`src/rtl/io_disp_pkg.sv`:
```
// io_disp_pkg: shared FSM encoding, 7-segment codes and overflow limit helper
package io_disp_pkg;
  typedef enum logic [1:0] {IDLE, CONV, LOAD} state_t;
  localparam logic [6:0] SEG_BLANK = 7'b1111111;
  localparam logic [6:0] SEG_DASH = 7'b0111111;
  localparam logic [9:0][6:0] SEG_CODES = {
    7'b0010000, 7'b0000000, 7'b1111000, 7'b0000010, 7'b0010010,
    7'b0011001, 7'b0110000, 7'b0100100, 7'b1111001, 7'b1000000
  };
  function automatic logic [63:0] pow10(input int n);
    logic [63:0] r;
    r = 64'd1;
    for (int i = 0; i < n; i++) r = r * 64'd10;
    return r;
  endfunction
endpackage

```
`src/rtl/seg7_decode.sv`:
```
// seg7_decode: BCD digit plus blank flag to active-low {g..a} segment code
module seg7_decode
  import io_disp_pkg::*;
(
  input  logic [3:0] bcd_i,
  input  logic       blank_i,
  output logic [6:0] seg_o
);
  always_comb seg_o = blank_i ? SEG_BLANK : (bcd_i <= 4'd9 ? SEG_CODES[bcd_i] : SEG_DASH);
endmodule

```
`src/rtl/io_out_bcd_display.sv`:
```
// io_out_bcd_display: shows a CPU out_port word as decimal on 7-segment digits
module io_out_bcd_display
  import io_disp_pkg::*;
#(
  parameter int DATA_W = 32,
  parameter int NUM_DIGITS = 6,
  parameter bit BLANK_LZ = 1'b1
) (
  input  logic                    clock,
  input  logic                    reset,
  input  logic [DATA_W-1:0]       value,
  output logic [7*NUM_DIGITS-1:0] seg,
  output logic                    busy,
  output logic                    done,
  output logic                    ovf
);
  localparam int BW = 4 * NUM_DIGITS;
  localparam int CW = $clog2(DATA_W + 1);
  localparam logic [63:0] LIMIT = pow10(NUM_DIGITS) - 64'd1;
  state_t state_q, state_d;
  logic [DATA_W-1:0] last_q, last_d, sh_q, sh_d;
  logic [BW-1:0] bcd_q, bcd_d, adj;
  logic [CW-1:0] cnt_q, cnt_d;
  logic pend_q, pend_d, done_q, done_d, ovf_q, ovf_d;
  logic [7*NUM_DIGITS-1:0] seg_q, seg_d, dec, rst_seg;
  logic [NUM_DIGITS-1:0] blank;
  logic z;
  always_comb begin
    adj = bcd_q;
    blank = '0;
    rst_seg = '0;
    z = 1'b1;
    for (int i = NUM_DIGITS - 1; i >= 0; i--) begin
      adj[4*i+:4] = bcd_q[4*i+:4] >= 4'd5 ? bcd_q[4*i+:4] + 4'd3 : bcd_q[4*i+:4];
      z = z && (bcd_q[4*i+:4] == 4'd0);
      blank[i] = BLANK_LZ && (i != 0) && z;
      rst_seg[7*i+:7] = (i == 0 || !BLANK_LZ) ? SEG_CODES[0] : SEG_BLANK;
    end
  end
  for (genvar i = 0; i < NUM_DIGITS; i++) begin : g_dec
    seg7_decode u_dec (.bcd_i(bcd_q[4*i+:4]), .blank_i(blank[i]), .seg_o(dec[7*i+:7]));
  end
  always_comb begin
    state_d = state_q;
    last_d = last_q;
    sh_d = sh_q;
    bcd_d = bcd_q;
    cnt_d = cnt_q;
    pend_d = pend_q;
    done_d = 1'b0;
    ovf_d = ovf_q;
    seg_d = seg_q;
    case (state_q)
      IDLE: begin
        pend_d = 64'(value) > LIMIT;
        if (value != last_q) begin
          last_d = value;
          sh_d = value;
          bcd_d = '0;
          cnt_d = '0;
          state_d = CONV;
        end
      end
      CONV: begin
        bcd_d = {adj[BW-2:0], sh_q[DATA_W-1]};
        sh_d = {sh_q[DATA_W-2:0], 1'b0};
        cnt_d = cnt_q + 1'b1;
        state_d = cnt_q == CW'(DATA_W - 1) ? LOAD : CONV;
      end
      LOAD: begin
        seg_d = pend_q ? {NUM_DIGITS{SEG_DASH}} : dec;
        ovf_d = pend_q;
        done_d = 1'b1;
        state_d = IDLE;
      end
      default: state_d = IDLE;
    endcase
  end
  always_ff @(posedge clock) begin
    if (reset) begin
      state_q <= IDLE;
      last_q <= '0;
      sh_q <= '0;
      bcd_q <= '0;
      cnt_q <= '0;
      pend_q <= 1'b0;
      done_q <= 1'b0;
      ovf_q <= 1'b0;
      seg_q <= rst_seg;
    end else begin
      state_q <= state_d;
      last_q <= last_d;
      sh_q <= sh_d;
      bcd_q <= bcd_d;
      cnt_q <= cnt_d;
      pend_q <= pend_d;
      done_q <= done_d;
      ovf_q <= ovf_d;
      seg_q <= seg_d;
    end
  end
  assign seg = seg_q;
  assign busy = state_q != IDLE;
  assign done = done_q;
  assign ovf = ovf_q;
endmodule

```
`config.mk`:
```
export PLATFORM = sky130hd
export DESIGN_NAME = io_out_bcd_display
export DESIGN_NICKNAME = d
export VERILOG_FILES = /design/src/rtl/io_disp_pkg.sv /design/src/rtl/seg7_decode.sv /design/src/rtl/io_out_bcd_display.sv
export SDC_FILE = /design/constraint.sdc
export NUM_CORES = 1
export LEC_CHECK = 0
export CORE_ASPECT_RATIO = 0.75
export CORE_MARGIN = 2
export CORE_UTILIZATION = 50
export DETAILED_ROUTE_END_ITERATION = 16
export PLACE_DENSITY = 0.71
export SYNTH_ARGS = -nofsm -noshare
export SYNTH_HDL_FRONTEND = slang
export SYNTH_SLANG_ARGS = --single-unit
```
`constraint.sdc`:
```
create_clock -name clock -period 7.5 [get_ports clock]
set_input_delay 1.125 -clock clock [delete_from_list [all_inputs] [get_ports clock]]
set_output_delay 1.125 -clock clock [all_outputs]
set_load 0.02 [all_outputs]
```
==> results.py, run 1 <==
metrics = {
    "yosys": {
        "syn_nets": 1024,
        "synth_edf_count": 0,
        "synth_flop_cell": "dfxtp_1",
        "yosysWarnings": 0,
        "synth_top_area_share": 0.434,
        "ys_seq_area_frac": 0.434,
        "ys_seq_elements": 183,
        "synth.avg_cell_area_um2": 8.94,
        "synth_area_um2": 8430,
        "yosysTopAreaCell": "dfxtp_1",
        "synthArstFlopShare": 0,
        "synth_cells": 943,
        "synth.distinct_cells": 59,
        "synth_area_leaders": "dfxtp_1 (43%), ha_1 (7.0%), nand2_1 (5.0%), mux2i_1 (4.9%), nor2_1 (4.6%)",
    },
    "finish": {
        "area_growth_pct": 17.7,
        "final_cell_mix": "dfxtp_1 (183), nand2_1 (113), nor2_1 (103), clkdlybuf4s50_1 (77), inv_1 (56)",
        "nNetsFinal": 1072,
        "fin_cells": 1218,
        "diodes": 0,
        "final_common_cell": "dfxtp_1",
        "finalInstanceArea_um2": 9920,
        "drive_gt1_frac": 0.0688,
        "post-route-util": 0.595,
    },
    "die": {
        "die_w_um": 154,
        "initial_utilization": 0.506,
        "die_h_um": 116,
        "core-area_um2": 16700,
        "dieArea_um2": 17900,
        "rows": 41,
        "ios": 79,
    },
    "grt": {
        "grt_pass1_wl_mm": 31.3,
        "grt_max_degree": 66,
        "antenna_found_initial": 0,
        "overflow": 0,
        "grt.total_usage": 0.217,
        "grt_pass1_vias": 6229,
    },
    "setup_path": {
        "worstSetupPathType": "primary input to flip-flop",
        "cpPeakStageDelay_ns": 1.05,
        "rr_startpoint": "last_q[29]",
        "critical_path_arrival_ns": 4.79,
        "crit_chain": "clkdlybuf4s50_1 > xor2_1 > nor4_1 > nand4_1 > o41ai_4 > a21oi_1 > ha_1 > inv_1 > a22o_1",
        "crit_fanout": 15,
        "cp_top_family": "compound AO/OA/AOI/OAI gates",
        "worstRegToRegCells": 8,
        "worstSetupPathDepth": 9,
        "critPathBufInv": 2,
        "crit_path_start": "value[20]",
        "r2r_setup_slack_ns": 3.92,
        "cp.required_ns": 7.82,
        "end_kind": "flip-flop",
        "cp-start-kind": "primary input",
        "worst_path_max_delay_cell": "o41ai_4",
    },
    "detailed_routing": {
        "drt_wl_total_mm": 18.8,
        "drc": 0,
        "drtAntennaViolNets": 0,
        "via_per_inst": 5.55,
        "vias": 6764,
        "drt-wirelength-per-cell_um": 15.5,
        "drtPass1Iterations": 5,
        "drt_iter0_markers": 437,
    },
    "clock_network": {
        "insertion_delay_ns": 0.43,
        "postCtsSetupBuffers": 0,
        "cts_root_buf": "clkbuf_16",
        "clock-sinks": 183,
        "ctsHoldBuffers": 0,
        "ctsResizeCount": 0,
        "clkTransAtPathRegs_ns": 0.07,
        "cts_made_buffers": 17,
        "clock_path_buffers": 2,
        "cts_max_level": 4,
        "cts_tree": "done",
    },
    "status": {
        "status": "finished, final reports clean",
    },
    "sta": {
        "fin_crit_sh": 0.596,
        "finalSetupTns_ns": 0,
        "worstMarginPinSlew_ns": 1.17,
        "fin_skew_ns": 0.0109,
        "final-hold-violation-count": 0,
        "final_max_slew_viol_count": 0,
        "min_period_ns": 4.47,
        "whs_ns": 0.438,
        "rsz0062_at_grt": "no",
        "clock.fmax_ghz": 0.224,
        "setup_viol": 0,
        "relSlewSlack": 0.220,
        "fin_ws_ns": 3.03,
    },
    "placement": {
        "place_area_um2": 9320,
        "dp_cells": 1187,
        "port_buffers": 78,
        "place_ws_ns": 2.62,
        "dp.final_hpwl_mm": 12.7,
        "gp_congestion": 0.883,
    },
    "power": {
        "ir_worst_vdd_mv": 0.162,
        "powerDensity_nw_per_um2": 206,
        "p_leak_nw": 4.29,
        "power_mw": 2.05,
    },
    "job": {
        "max_cap_violations": 0,
    },
    "worst_hold_path": {
        "whs_path_depth": 1,
        "min-delay-path-class": "flip-flop to flip-flop",
    },
}
[routing by layer]
metal / wire, um / part of all wire / GRT usage / up-vias
li1: - / - / - / 3407
met1: 9580 / 0.51 / 0.309 / 3197
met2: 8220 / 0.44 / 0.339 / 142
met3: 783 / 0.042 / 0.0442 / 18
met4: 239 / 0.013 / 0.0555 / 0
met5: 0 / 0 / 0 / -
[layout make-up]
| cell class | count | area [um^2] |
|---|---|---|
| fillers | 1457 | 6750 |
| multi-input cells | 645 | 4320 |
| flip-flops and latches | 183 | 3660 |
| repair buffers | 87 | 846 |
| clock buffers | 18 | 439 |
| well taps | 215 | 269 |
| inverters | 57 | 214 |
| clock inverters | 13 | 169 |
[Yosys cell counts (5+ instances only)]
cell type / count
o22ai_1: 29
nor2_1: 104
o211ai_1: 5
o31ai_1: 5
xnor2_1: 7
inv_1: 56
dfxtp_1: 183
a211oi_1: 11
nand2b_1: 9
o221a_2: 7
o21ai_0: 31
nand3_1: 11
clkbuf_1: 44
xor2_1: 32
and3_1: 7
o22a_1: 6
o2bb2ai_1: 6
a22o_1: 14
ha_1: 47
a21oi_1: 41
mux2i_1: 41
a22oi_1: 8
a21o_1: 7
nor2b_1: 7
nor3_1: 9
nand2_1: 113
buf_2: 7
a311oi_1: 33
nor4_1: 9
[cells by family (layout without fill, tap and decap cells)]
group	after synthesis	in the layout	synth area share
compound gates	225	225	0.195
xor+xnor	39	39	0.0405
fa+ha+maj	47	47	0.0697
buf+inv	115	175	0.0549
flops	183	183	0.434
mux	41	41	0.0487
simple gates	293	293	0.157
[how the worst min path moves through the flow]
stage / end / from / slack (ns)
detailed placement: seg[9] / flip-flop / 0.42
finish: seg[7] / flip-flop / 0.44
global placement: seg[37] / flip-flop / 0.42
floorplan: seg[10] / flip-flop / 0.41
CTS: seg[8] / flip-flop / 0.44
global route: seg[12] / flip-flop / 0.46
[power breakdown]
part	internal, mW	switching [mW]
clock	0.536	0.388
combinational	0.0480	0.0680
sequential	0.993	0.0143
Note: power is estimated with default switching activity, not from simulation.
==> inputs of run 2 (changes only) <==
--- a/config.mk
+++ b/config.mk
@@ -9,7 +9,7 @@
 export CORE_MARGIN = 2
 export CORE_UTILIZATION = 50
 export DETAILED_ROUTE_END_ITERATION = 16
-export PLACE_DENSITY = 0.71
+export PLACE_DENSITY = 0.74
 export SYNTH_ARGS = -nofsm -noshare
 export SYNTH_HDL_FRONTEND = slang
 export SYNTH_SLANG_ARGS = --single-unit
==> constraint.sdc (replaced) <==
create_clock -name clock -period 3.74 [get_ports clock]
set_input_delay 0.561 -clock clock [delete_from_list [all_inputs] [get_ports clock]]
set_output_delay 0.561 -clock clock [all_outputs]
set_load 0.02 [all_outputs]
==> results.py, run 2 (same netlist as run 1, synthesis figures left out) <==
metrics = {
    "status": {
        "status": "finished, final reports clean",
    },
    "power": {
        "combPwrFrac": 0.058,
        "switching_share": 0.248,
        "ir_worst_vdd_mv": 0.314,
        "p_leak_nw": 4.33,
        "p_sw_mw": 1.01,
        "clockPowerShare": 0.446,
        "powerDensity_nw_per_um2": 408,
        "pwr-share-seq": 0.496,
        "power_mw": 4.07,
        "intPower_mw": 3.06,
    },
    "finish": {
        "drive_gt1_frac": 0.0762,
        "fill_cells": 1432,
        "area_growth_pct": 18.4,
        "finalInstanceArea_um2": 9980,
        "final_cell_mix": "dfxtp_1 (183), nand2_1 (113), nor2_1 (103), clkdlybuf4s50_1 (77), inv_1 (56)",
        "nNetsFinal": 1079,
        "diodes": 0,
        "final_common_cell": "dfxtp_1",
        "post-route-util": 0.599,
        "fin_cells": 1226,
    },
    "die": {
        "rows": 41,
        "die_w_um": 154,
        "dieArea_um2": 17900,
        "ios": 79,
        "initial_utilization": 0.506,
        "core-area_um2": 16700,
        "die_h_um": 116,
    },
    "job": {
        "max_cap_violations": 0,
    },
    "setup_path": {
        "crit_fanout": 15,
        "worstSetupPathDepth": 10,
        "cp.required_ns": 4.07,
        "worstSetupPathType": "primary input to flip-flop",
        "end_kind": "flip-flop",
        "cp_top_family": "buffers and inverters",
        "critPathBufInv": 3,
        "worst_path_max_delay_cell": "clkdlybuf4s50_1",
        "crit_chain": "clkdlybuf4s50_1 > xor2_1 > nor4_1 > nand4_1 > o41ai_4 > buf_4 > a22oi_1 > ha_1 > inv_1 > a22o_1",
        "cp-start-kind": "primary input",
        "worstRegToRegCells": 6,
        "cpPeakStageDelay_ns": 0.56,
        "critical_path_arrival_ns": 3.42,
    },
    "detailed_routing": {
        "drtAntennaViolNets": 0,
        "drt_wl_total_mm": 19.2,
        "vias": 6786,
        "drtPass1Iterations": 5,
        "drt_iter0_markers": 560,
        "drt-wirelength-per-cell_um": 15.6,
        "drc": 0,
        "via_per_inst": 5.54,
    },
    "grt": {
        "overflow": 0,
        "antenna_found_initial": 0,
        "grt_max_degree": 70,
        "grt.met1_usage": 0.304,
        "grt_pass1_vias": 6297,
        "grt_pass1_wl_mm": 31.5,
        "use_met2": 0.352,
        "met3_usage": 0.0419,
        "grt.total_usage": 0.220,
        "grt.busiest_layer": "met2",
    },
    "placement": {
        "gp_congestion": 0.915,
        "port_buffers": 78,
        "place_area_um2": 9380,
        "place_ws_ns": 0.294,
        "dp.final_hpwl_mm": 13.0,
        "dp_cells": 1194,
    },
    "sta": {
        "fin_crit_sh": 0.827,
        "fin_ws_ns": 0.647,
        "fin_skew_ns": 0.0128,
        "clock.fmax_ghz": 0.323,
        "finalSetupTns_ns": 0,
        "relSlewSlack": 0.466,
        "final_max_slew_viol_count": 0,
        "rsz0062_at_grt": "no",
        "setup_viol": 0,
        "worstMarginPinSlew_ns": 0.796,
        "final-hold-violation-count": 0,
        "min_period_ns": 3.09,
        "whs_ns": 0.437,
    },
    "clock_network": {
        "ctsResizeCount": 0,
        "postCtsSetupBuffers": 0,
        "insertion_delay_ns": 0.44,
        "cts_root_buf": "clkbuf_16",
        "cts_made_buffers": 17,
        "clkTransAtPathRegs_ns": 0.07,
        "ctsHoldBuffers": 0,
        "cts_tree": "done",
        "clock-sinks": 183,
        "cts_max_level": 4,
        "clock_path_buffers": 2,
    },
    "worst_hold_path": {
        "whs_path_depth": 1,
        "min-delay-path-class": "flip-flop to flip-flop",
    },
}
## run 2: changes by cell type in the layout (fill, tap and decap cells not counted), sizes merged
cell      before  now
buf           10   17
clkinv         2    5
bufinv         3    1
clkinvlp       4    2
inv           61   63
## run 2: routing by layer
metal  up-vias  part of all wire
met5         -                 0
met4         0             0.011
met3        20             0.050
met2       151              0.45
met1      3208              0.49
li1       3407                 -
## run 2: layout make-up
class	instances	area, um^2	share of cell area
inverter	57	214	0.0214
multi-input combinational	645	4320	0.433
sequential	183	3660	0.367
timing repair buffer	94	911	0.0913
tap	215	269	0.0270
clock buffer	18	439	0.0440
clock inverter	14	161	0.0162
## run 2: path summary, 6_finish.rpt
path | start | to | slack, ns
worst max-delay path | value[20] | flip-flop | 0.65
worst min-delay path | flip-flop | seg[9] | 0.44
worst max register to register | state_q[0] | flip-flop | 0.88
worst min register to register | flip-flop | seg[9] | 0.44
## run 2: worst register-to-register path, stage by stage, from the launching register on
cell and delay (ns):
dfxtp_1 0.71, nand2_1 0.43, nor2_2 0.66, a22oi_1 0.31, ha_1 0.39, inv_1 0.06, a22o_1 0.19
## run 2: power groups by stage
stage / clock network, mW / logic (mW) / registers, mW
2_1_floorplan: 0 / 0.141 / 2.06
3_3_place_gp: 0 / 0.233 / 2.06
3_5_place_dp: 0 / 0.235 / 2.06
4_1_cts: 1.85 / 0.237 / 2.02
5_1_grt: 1.93 / 0.260 / 2.02
6_report: 1.81 / 0.238 / 2.02
